**config.mk**
```make
export PLATFORM = sky130hd
export DESIGN_NAME = cmd_exec
export DESIGN_NICKNAME = d
export VERILOG_FILES = /design/src/rtl/cmd_exec.sv
export SDC_FILE = /design/constraint.sdc
export NUM_CORES = 1
export LEC_CHECK = 0
export BUFFER_PORTS_ARGS = -buffer_cell sky130_fd_sc_hd__buf_2
export CORE_AREA = 5 5 74 143
export CTS_BUF_LIST = sky130_fd_sc_hd__clkbuf_16
export CTS_CLUSTER_DIAMETER = 60
export DETAILED_ROUTE_END_ITERATION = 10
export DIE_AREA = 0 0 79 148
export PLACE_DENSITY = 0.69
export SLEW_MARGIN = 10
export SYNTH_ARGS = -nofsm -noshare
export SYNTH_HDL_FRONTEND = slang
export SYNTH_SLANG_ARGS = --single-unit
```
**constraint.sdc**
```tcl
create_clock -name clk -period 1.95 [get_ports clk]
set_clock_uncertainty 0.15 [all_clocks]
set_input_delay 0.0975 -clock clk [delete_from_list [all_inputs] [get_ports clk]]
set_output_delay 0.0975 -clock clk [all_outputs]
set_load 0.02 [all_outputs]
```
**src/rtl/cmd_exec.sv**
```systemverilog
// -----------------------------------------------------------------------------
// cmd_exec
//   Pops one 40-bit command word at a time from a command FIFO, performs a
//   single-word memory write or read, and pushes a byte response into a
//   response FIFO.
//
//   Command word : [39:32] opcode, [31:16] word address, [15:0] data
//   Opcodes      : 0x57 'W' write  -> response 'K' (0x4B)
//                  0x52 'R' read   -> response rdata[15:8], rdata[7:0]
//                  anything else   -> response 'E' (0x45), err_cnt++ (saturating)
//
// Ports
//   clk, rst            clock, synchronous active-high reset
//   cmd_fifo_empty      command FIFO holds no words
//   cmd_fifo_rd_en      pop strobe, data arrives the following cycle
//   cmd_fifo_rd_data    popped command word
//   mem_en/mem_we       memory strobe and write select
//   mem_addr/mem_wdata  address and write data, held between strobes
//   mem_rdata           read data, valid the cycle after a read strobe
//   resp_fifo_full      response FIFO cannot take a byte
//   resp_fifo_wr_en     push strobe (combinational from resp_fifo_full)
//   resp_fifo_wr_data   response byte
//   busy                FSM outside IDLE
//   err_cnt             saturating count of illegal opcodes
//
// States
//   state      | meaning
//   -----------+-----------------------------------------------------------
//   IDLE       | waiting for a command; issues the one-cycle pop strobe
//   FETCH      | popped word is on cmd_fifo_rd_data; capture it
//   DECODE     | route on opcode, launch memory strobe or error response
//   MEM_WR     | write strobe is on the bus this cycle
//   MEM_RD     | read strobe is on the bus this cycle
//   MEM_WAIT   | read data is on mem_rdata; capture it
//   RESP       | push response bytes, stalling while the FIFO is full
// -----------------------------------------------------------------------------
module cmd_exec (
  input  logic        clk,
  input  logic        rst,
  input  logic        cmd_fifo_empty,
  output logic        cmd_fifo_rd_en,
  input  logic [39:0] cmd_fifo_rd_data,
  output logic        mem_en,
  output logic        mem_we,
  output logic [15:0] mem_addr,
  output logic [15:0] mem_wdata,
  input  logic [15:0] mem_rdata,
  input  logic        resp_fifo_full,
  output logic        resp_fifo_wr_en,
  output logic [7:0]  resp_fifo_wr_data,
  output logic        busy,
  output logic [7:0]  err_cnt
);

  localparam logic [7:0] OP_WR    = 8'h57;
  localparam logic [7:0] OP_RD    = 8'h52;
  localparam logic [7:0] BYTE_OK  = 8'h4B;
  localparam logic [7:0] BYTE_ERR = 8'h45;

  typedef enum logic [2:0] {
    S_IDLE,
    S_FETCH,
    S_DECODE,
    S_MEM_WR,
    S_MEM_RD,
    S_MEM_WAIT,
    S_RESP
  } state_t;

  // Selects which byte is presented on resp_fifo_wr_data. The byte itself
  // is built from registers only, so the sole input-to-output path stays
  // resp_fifo_full -> resp_fifo_wr_en.
  typedef enum logic [2:0] {
    SEL_NONE,
    SEL_ERR,
    SEL_OK,
    SEL_HI,
    SEL_LO
  } resp_sel_t;

  state_t      state;
  resp_sel_t   resp_sel;
  logic [39:0] cmd_q;
  logic [15:0] rdata_q;
  logic [7:0]  opcode;
  logic        resp_accept;

  assign opcode          = cmd_q[39:32];
  assign busy            = (state != S_IDLE);
  assign resp_accept     = (state == S_RESP) && !resp_fifo_full;
  assign resp_fifo_wr_en = resp_accept;

  always_comb begin
    resp_fifo_wr_data = 8'h00;
    case (resp_sel)
      SEL_ERR: resp_fifo_wr_data = BYTE_ERR;
      SEL_OK:  resp_fifo_wr_data = BYTE_OK;
      SEL_HI:  resp_fifo_wr_data = rdata_q[15:8];
      SEL_LO:  resp_fifo_wr_data = rdata_q[7:0];
      default: resp_fifo_wr_data = 8'h00;
    endcase
  end

  always_ff @(posedge clk) begin
    if (rst) begin
      state          <= S_IDLE;
      resp_sel       <= SEL_NONE;
      cmd_q          <= '0;
      rdata_q        <= '0;
      cmd_fifo_rd_en <= 1'b0;
      mem_en         <= 1'b0;
      mem_we         <= 1'b0;
      mem_addr       <= '0;
      mem_wdata      <= '0;
      err_cnt        <= '0;
    end else begin
      // Strobes are single-cycle pulses unless a state re-asserts them.
      cmd_fifo_rd_en <= 1'b0;
      mem_en         <= 1'b0;
      mem_we         <= 1'b0;

      case (state)
        S_IDLE: begin
          // IDLE spans the pop cycle itself: the pulse is raised from IDLE
          // and the move to FETCH happens as it drops, so the popped word
          // is on the bus while in FETCH.
          if (cmd_fifo_rd_en) begin
            state <= S_FETCH;
          end else if (!cmd_fifo_empty) begin
            cmd_fifo_rd_en <= 1'b1;
          end
        end

        S_FETCH: begin
          cmd_q <= cmd_fifo_rd_data;
          state <= S_DECODE;
        end

        S_DECODE: begin
          case (opcode)
            OP_WR: begin
              mem_en    <= 1'b1;
              mem_we    <= 1'b1;
              mem_addr  <= cmd_q[31:16];
              mem_wdata <= cmd_q[15:0];
              state     <= S_MEM_WR;
            end
            OP_RD: begin
              mem_en   <= 1'b1;
              mem_addr <= cmd_q[31:16];
              state    <= S_MEM_RD;
            end
            default: begin
              resp_sel <= SEL_ERR;
              if (err_cnt != 8'hFF) begin
                err_cnt <= err_cnt + 8'd1;
              end
              state <= S_RESP;
            end
          endcase
        end

        S_MEM_WR: begin
          resp_sel <= SEL_OK;
          state    <= S_RESP;
        end

        S_MEM_RD: begin
          state <= S_MEM_WAIT;
        end

        S_MEM_WAIT: begin
          rdata_q  <= mem_rdata;
          resp_sel <= SEL_HI;
          state    <= S_RESP;
        end

        S_RESP: begin
          // Only the high read byte has a successor; every other byte is last.
          if (resp_accept) begin
            if (resp_sel == SEL_HI) begin
              resp_sel <= SEL_LO;
            end else begin
              state <= S_IDLE;
            end
          end
        end

        default: begin
          state <= S_IDLE;
        end
      endcase
    end
  end

endmodule

```
-- Word level (Yosys, flattened, before mapping)
Index checks and enable logic that the tools add are counted.
- bits in registers: 105
- latch bits: 0
- RAM bits: 0
- memory bits (read-only): 0
- input bits: 60
- output and inout bits: 53
- word-level logic and storage cells: 59
- memories: 0
- add/subtract/negate cells: 1
- $mul: 0
- div/mod/pow operators: 0
- order comparisons: 0
- equality and inequality tests: 18
- shift-type cells: 0
- multiplexer cells: 13
- bitwise logic cells: 3
- reduce and logical (&&, ||, !) cells: 14
- operators by type and width (operator ; number):
    case mux 8 bit (4 select lines) ; 1
    two-way mux 3 bit ; 6
    case mux 3 bit (6 select lines) ; 1
    == test 8 x 7 -> 1 bit, second input constant ; 2
    == test 3 x 2 -> 1 bit, second input constant ; 4
    == test 3 bit, second input constant ; 4
    case mux 3 bit (4 select lines) ; 1
    adder 8 x 1 -> 8 bit, second input constant ; 1
    inequality test 2 bit, second input constant ; 4
    inequality test 8 bit, second input constant ; 1
    == test 3 x 1 -> 1 bit, second input constant ; 2
    case mux 3 bit (2 select lines) ; 1
    AND reduction 3 bit ; 2
    OR reduction 2 bit ; 3
    AND reduction 2 bit ; 2
    AND reduction 4 bit ; 1
    nonzero test 4 bit ; 1
    logical NOT 3 bit ; 1
    two-way mux 1 bit ; 3
    NOT 1 bit ; 3
    nonzero test 3 bit ; 1
    OR reduction 3 bit ; 1
    inequality test 2 x 1 -> 1 bit, second input constant ; 1
    logical AND 1 bit ; 1
    logical NOT 1 bit ; 1

-- Depth between registers and ports, before layout
Gate-level depths: netlist of run 1.
- word-level depth: 4
- mapped depth: 7
- depth with buffers taken out: 5

-- Worst setup path before layout of run 1
OpenSTA, ideal clock, no wires.
- path type: reg-to-reg
- from: register state[2]
- to: register resp_sel[0]
- data arrival time: 1665 ps
- slack: 3 ps
- stages on the path, launching flop included: 6
- path buffers: 1
- clock period less this slack: 1947 ps
- path through: dfxtp_1 buf_2 nor4bb_1 nand2_1 o2111ai_1 a21oi_1
- word-level cells in the longest chain between the ends: 4
- elaborated cells on any way between the ends: 11
- those cells by class: 7 x eq/ne; 1 x mux; 3 x reduce/logical
- RTL lines (what ; RTL line ; RTL):
    start: declaration ; 81 ; state_t state;
    start signal: assignment ; 106 ; state <= S_IDLE;
    start signal: assignment ; 128 ; state <= S_FETCH;
    start signal: assignment ; 136 ; state <= S_DECODE;
    == test 3 bit ; 90 ; assign resp_accept = (state == S_RESP) && !resp_fifo_full;
    logical AND 1 bit ; 90 ;
    via resp_fifo_wr_en ; 49 ; output logic resp_fifo_wr_en,
    inequality test 2 bit (no line) ; - ;
    AND reduction 4 bit (no line) ; - ;
    end signal: assignment ; 107 ; resp_sel <= SEL_NONE;
    end signal: assignment ; 154 ; resp_sel <= SEL_ERR;
    end signal: assignment ; 164 ; resp_sel <= SEL_OK;
    end: declaration ; 82 ; resp_sel_t resp_sel;
The timed path passes the listed nets, and every way through them passes these cells.
A chain may end at the register's enable or synchronous reset.

-- Worst setup path in the final report of run 1
- from: register cmd_q[39]
- to: register err_cnt[6]
- word-level cells in the longest chain between the ends: 4
- elaborated cells on any way between the ends: 5
- those cells by class: 2 x eq/ne; 1 x bitwise; 2 x reduce/logical
- RTL lines (what ; RTL line ; RTL):
    start: declaration ; 83 ; logic [39:0] cmd_q;
    start signal: assignment ; 135 ; cmd_q <= cmd_fifo_rd_data;
    == test 8 x 7 -> 1 bit ; 140 ; case (opcode)
    OR reduction 2 bit (no line) * ; - ;
    NOT 1 bit (no line) * ; - ;
    AND reduction 3 bit (no line) * ; - ;
    end signal: assignment ; 156 ; err_cnt <= err_cnt + 8'd1;
    end: declaration ; 52 ; output logic [7:0] err_cnt
Mark *: on every way between the ends. The rest lies on a longest branch, timed or not.

==> metrics, run 1 <==
WHS Path Cells 2; Max IR drop VDD roughly 0.65 mV; Buffers on Ports 112; Crit path max-delay family simple AND/OR/NAND/NOR gates; routed wire length 10800 um; CTS tree done; met2 Track Usage GR ~34%; worst slack, placed 0.148 ns; CP arrival about 1.9 ns; CTS buffer count 9; Core ar. 9320 um2; #FFs+latches synth around 110; CP Max Fanout 16; Global Route met1 Usage 20.1%; largest net degree at the start of global routing 52; Syn. warnings 0; Synth area leaders dfxtp_1 52%, nand2_1 11%, a21oi_1 8.8%; Slew HR 70.2%; top cell type by total area after synthesis dfxtp_1; Net Sw Frac between 30% and 40%; vias in the first global route 3752; wire per inst 14.5 um; placed cells 672; max-cap viol count 0; Iteration-0 DRC Markers 182; Die Y 148 um; maximum clock path buffer count 2; count leader, synth nand2_1; worst setup margin 0.167 ns; Rows 50; sequential power share 46.9%; Min-Delay Path Class register to register; worst hold endpoint cmd_q[33]; die width 79 um; Internal 3.79 mW; NetSw 1.66 mW; GPL Wtd Cong 0.761; DR vias/cell 5.10; Synth Instances 477; DR vias 3806; crit start category register; Total GRT Usage 18.7%; R2R depth 4; critical path capture point type register; Seq/Total Area, Yosys 51.9%; total die area 11700 um2; clock sinks approximately 110; CP max stage delay approximately 0.37 ns; clk_lat worst skew 0.34 ns; clock-pin slew on the worst setup and hold paths approximately 0.07 ns; top cells by count, synth 123 x nand2_1, 105 x dfxtp_1, 71 x a21oi_1; fin crit share between 90% and 100%; status complete, no violations; Fin Setup TNS 0 ns; GRT Max-Usage Layer met2; Worst Path Buf+Inv 0; Post-DP HPWL about 7000 um; Mapped Nets 538; met3 usage 4.15%; Clock power frac 30.9%; fin crit period 1.78 ns; Setup Buffers After CTS 0; share of Yosys cell area claimed by the top area cell type approximately 52%; final hold viol count 0; Starting Density 43.5%; pwr dens roughly 970 nW/um2; Tightest Pin Transition ~0.45 ns; Critical R2R Launch cmd_q[39]; f_max 561 MHz; min-delay src cmd_q[33]; Ports between 100 and 150; Setup-failing EPs final 0; final core utilization ~60%; syn_area_per_cell 8.50 um2; grt ovf 0; synthesis-to-finish area growth 38.2%; Detail Route Antenna Nets 0; top_reg_cell synth dfxtp_1; number of remaining DRC errors 0; H-tree Lvls 3; 1st-pass router iterations 4; initial antenna violation count 0; Mapped Area 4050 um2; RSZ-0062 raised after global routing false; share of layout cells above drive strength 1 23.0%; Synth cell types 43; first-pass GRT wire length ~17000 um; power share of the combinational group roughly 22%; r2r endpoint err_cnt[6]; asr flop ratio synth 0%; Final Non-Filler Cells 747; CP Data Required Time 2.04 ns; root buf cell clkbuf_16; number of flops mapped to enable cells by yosys 0; # diodes 0; CP cell instances and4bb_4 -> and3_4 -> nor4_1 -> mux2_2; NumNets Final 699; Crit Path Category register to register; FF-to-FF setup slack 0.17 ns; slowest CP cell mux2_2; fill cell count 825; Final Max Slew Viols 0; P_leak roughly 2.5 nW
cells in the final DEF, fill, tap and decap left out, types with 2 or more instances in the layout:
cell           Yosys  routed
buf_12             0       3
nand3_1            4       4
buf_4              0      11
dlygate4sd3_1      0      59
nor2_1            39      39
buf_2             12     111
clkbuf_16          0       9
clkinv_4           0       2
dfxtp_1          105     105
inv_6              0       3
a22o_1             3       3
nand2_1          123     123
inv_1              4       5
o21ai_0           10      10
o31ai_1            4       4
nand2b_1           4       4
or4_1              4       4
or3_1              4       4
mux2i_1           32      32
nor3_1             3       2
nor4_1             2       2
nor2b_1            5       4
a21oi_1           71      71
nand4_1            3       3
area by class of cell:
| type | instances | area (um2) | share of cell area [%] |
|---|---|---|---|
| clock buffer | 9 | 225 | 4.02 |
| clock inverter | 7 | 52.6 | 0.938 |
| inverter | 4 | 15.0 | 0.268 |
| multi-input combinational | 334 | 1790 | 31.9 |
| sequential | 105 | 2100 | 37.5 |
| tap | 104 | 130 | 2.32 |
| timing repair buffer | 184 | 1290 | 23.0 |
tightest hold or removal path, stage by stage (launching register included):
cell     delay, ns
dfxtp_1       0.31
nand2_1       0.05
a21oi_1       0.05
cell families (layout without fill, tap and decap cells):
family                     after synthesis  after routing  share of synthesized area (%)
AOI/OAI and AO/OA                       98             98                           13.4
and+or+nand+nor                        200            200                           21.5
buffers and inverters                   38            204                           4.26
DFF                                    105            105                           51.9
muxes                                   33             33                           8.18
adders and majority gates                1              1                          0.309
xor gates and xnor gates                 2              2                          0.432
sequential cells by signal (all words and copies together), names as in the netlist:
name / cells
cmd_fifo_rd_en: 1
cmd_q: 40
err_cnt: 8
mem_addr: 16
mem_en: 1
mem_wdata: 16
mem_we: 1
rdata_q: 16
resp_sel: 3
state: 3
metrics by stage:
| stage | hold slack (ns) | cell area (um2) | total power [mW] |
|---|---|---|---|
| 6_report | 0.300 | 5600 | 5.45 |
| 5_1_grt | 0.317 | 5600 | 5.76 |
| 4_1_cts | 0.303 | 5600 | 5.49 |
| 3_5_place_dp | 0.116 | 4730 | 3.71 |
| 3_3_place_gp | 0.117 | 4730 | 3.67 |
| 2_1_floorplan | 0.0246 | 4050 | 3.34 |
routing by layer:
metal | up-vias | routed length, um
li1 | 1920 | -
met1 | 1767 | 4040
met2 | 99 | 6010
met3 | 20 | 500
met4 | 0 | 280
met5 | - | 0
worst max path at each step:
stage	to	depth (start not counted)	start	slack, ns
after global routing	err_cnt[5]	4	state[1]	0.04
after floorplan	resp_sel[0]	5	state[2]	0.003
after CTS	resp_fifo_wr_data[1]	4	resp_sel[1]	0.13
after global placement	err_cnt[6]	5	err_cnt[0]	0.19
after detailed placement	err_cnt[6]	5	err_cnt[0]	0.15
final	err_cnt[6]	4	cmd_q[39]	0.17
timing repair:
item	4_1_cts	5_1_grt
gates resized for setup	0	2
setup endpoints to repair	0	2
hold buffers	59	0
hold endpoints to repair	70	0
power by group through the flow:
stage	clock network [mW]	logic [mW]	registers, mW
global route	1.83	1.35	2.58
detailed placement	0	1.11	2.60
CTS	1.73	1.21	2.55
finish	1.68	1.21	2.56
global placement	0	1.08	2.59
floorplan	0	0.776	2.57
No activity file was read; power rests on OpenSTA's default activity.
==> run 2: changes to the inputs <==
--- a/config.mk
+++ b/config.mk
@@ -6,12 +6,12 @@
 export NUM_CORES = 1
 export LEC_CHECK = 0
 export BUFFER_PORTS_ARGS = -buffer_cell sky130_fd_sc_hd__buf_2
-export CORE_AREA = 5 5 74 143
+export CORE_AREA = 5 5 78 151
 export CTS_BUF_LIST = sky130_fd_sc_hd__clkbuf_16
 export CTS_CLUSTER_DIAMETER = 60
 export DETAILED_ROUTE_END_ITERATION = 10
-export DIE_AREA = 0 0 79 148
-export PLACE_DENSITY = 0.69
+export DIE_AREA = 0 0 83 156
+export PLACE_DENSITY = 0.63
 export SLEW_MARGIN = 10
 export SYNTH_ARGS = -nofsm -noshare
 export SYNTH_HDL_FRONTEND = slang
==> run 2 against run 1 <==
Critical path depth is 1 higher. Non-clock buffer count is 1 lower. Worst setup slack worse by 0.014 ns. Sequential cell count stayed put. Utilization is 6.4 points lower. Highest routed layer unchanged.
==> metrics, run 2 (synthesis gave the netlist of run 1 again) <==
status complete, no violations (unchanged); Fin Setup TNS 0 ns (unchanged); first-pass GRT wire length 17500 um (was 17400 um); CP Data Required Time 2.03 ns (was 2.04 ns); Final Max Slew Viols 0 (unchanged); clock-pin slew on the worst setup and hold paths 0.07 ns (about the same); wire per inst 13.6 um (was 14.5 um); Iteration-0 DRC Markers 80 (was 182); Detail Route Antenna Nets 0 (unchanged); Top reg by flops cmd_q (unchanged); sequential power share 47.0% (was 46.9%); clk_lat worst skew 0.34 ns (about the same); Total GRT Usage 16.4% (was 18.7%); number of remaining DRC errors 0 (unchanged); f_max 557 MHz (was 561 MHz); FF-to-FF setup slack 0.15 ns (was 0.17 ns); final hold slack 0.0670 ns (was 0.300 ns); CP max stage delay 0.36 ns (was 0.37 ns); die width 83 um (was 79 um); Core ar. 10500 um2 (was 9320 um2); CP Max Fanout 17 (was 16); fin crit share 92.1% (was 91.4%); RSZ-0062 raised after global routing false (unchanged); root buf cell clkbuf_16 (unchanged); initial antenna violation count 0 (unchanged); total die area 12900 um2 (was 11700 um2); maximum clock path buffer count 2 (unchanged); synthesis-to-finish area growth 39.0% (was 38.2%); routed wire length 10600 um (was 10800 um); max-cap viol count 0 (unchanged); Crit Path Category register to register (unchanged); share of layout cells above drive strength 1 22.9% (was 23.0%); Setup Buffers After CTS 0 (unchanged); Setup-failing EPs final 0 (unchanged); largest net degree at the start of global routing 56 (was 52); DR vias 3746 (was 3806); Slew HR 61.2% (was 70.2%); Ports 113 (unchanged); CP arrival 1.88 ns (was 1.87 ns); CTS tree done (unchanged); Rows 53 (was 50); 1st-pass router iterations 4 (unchanged); vias in the first global route 3699 (was 3752); DR vias/cell 4.81 (was 5.10); Die Y 156 um (was 148 um); NumNets Final 698 (was 699); Tightest Pin Transition 0.582 ns (was 0.447 ns); critical path capture point type register (unchanged); power share of the combinational group 22.2% (about the same); commonest non-fill, non-tap cell in the layout nand2_1 (unchanged); slowest CP cell nand4_1 (was mux2_2); crit start category register (unchanged); # diodes 0 (unchanged); GPL Wtd Cong 0.779 (was 0.761); Net Sw Frac 30.5% (about the same); fin crit period 1.80 ns (was 1.78 ns); clock sinks 105 (unchanged); final hold viol count 0 (unchanged); P_leak 2.52 nW (was 2.54 nW); most frequent cells in the layout 123 x nand2_1, 111 x buf_2, 105 x dfxtp_1 (unchanged); Starting Density 38.7% (was 43.5%); CP cell instances nor2b_1 -> nand4_1 -> buf_12 -> mux2i_1 -> nor2_1 (was and4bb_4 -> and3_4 -> nor4_1 -> mux2_2); H-tree Lvls 3 (unchanged); Post-DP HPWL 7020 um (was 7080 um); Min-Delay Path Class input pin to register (was register to register); final core utilization 53.8% (was 60.1%); max reg flops 40 (unchanged); grt ovf 0 (unchanged); Buffers on Ports 112 (unchanged); Max IR drop VDD 0.574 mV (was 0.645 mV); Clock power frac 30.9% (about the same); Internal 3.78 mW (was 3.79 mW); pwr dens 966 nW/um2 (was 972 nW/um2); CTS buffer count 9 (unchanged); NetSw 1.66 mW (about the same)
run 2: cell count changes in the layout (fill, tap and decap cells not counted):
cell	before	now
nor2b_1	4	5
inv_8	0	1
nor2b_2	1	0
dlygate4sd3_1	59	58
inv_6	3	1
inv_1	5	4
clkinvlp_4	0	2
clkinv_2	1	0
run 2: power groups by stage:
stage / combinational [mW] / sequential, mW / clock, mW
finish: 1.21 / 2.56 / 1.68
global route: 1.35 / 2.59 / 1.85
CTS: 1.21 / 2.56 / 1.75
detailed placement: 1.12 / 2.61 / 0
global placement: 1.10 / 2.59 / 0
floorplan: 0.776 / 2.57 / 0
run 2: final cells by class:
class,instances,area [um2]
repair buffers,183,1280
flip-flops and latches,105,2100
clock inverters,6,52.6
inverters,4,15.0
clock buffers,9,225
fillers,1017,4840
multi-input cells,334,1790
well taps,137,171
run 2: final timing paths:
kind,start,end,depth (start not counted)
max,cmd_q[33],mem_addr[3],5
min,rst,mem_addr[9],2
max reg2reg,cmd_q[33],mem_addr[3],5
min reg2reg,rdata_q[8],rdata_q[8],2
run 2: worst max-delay path, delay by kind of cell, from the launching register on:
| kind | cells | cell delay (ns) |
|---|---|---|
| mux | 1 | 0.16 |
| buf+inv | 1 | 0.28 |
| simple gates | 3 | 0.76 |
| flops | 1 | 0.33 |
run 2: metal layers:
layer | wire [um] | track usage [%] | share of wire, % | vias to the layer above
li1 | - | - | - | 1921
met1 | 4040 | 17.1 | 38 | 1739
met2 | 5910 | 31.0 | 56 | 74
met3 | 423 | 4.12 | 4.0 | 12
met4 | 174 | 6.78 | 1.6 | 0
met5 | 0 | 0 | 0 | -
run 2: through the flow:
step | total power, mW | std cells | worst slack, ns | cell area, um2
4_1_cts | 5.52 | 778 | 0.0986 | 5630
3_3_place_gp | 3.69 | 705 | 0.0887 | 4770
6_report | 5.44 | 778 | 0.153 | 5630
2_1_floorplan | 3.34 | 477 | 0.00255 | 4050
5_1_grt | 5.78 | 778 | 0.00742 | 5630
3_5_place_dp | 3.73 | 705 | 0.116 | 4770
run 2: timing repair:
item                                    CTS  global route
resized for setup                         0             1
hold buffers                             58             0
endpoints found under the setup margin    0             2
endpoints found under the hold margin    59             0
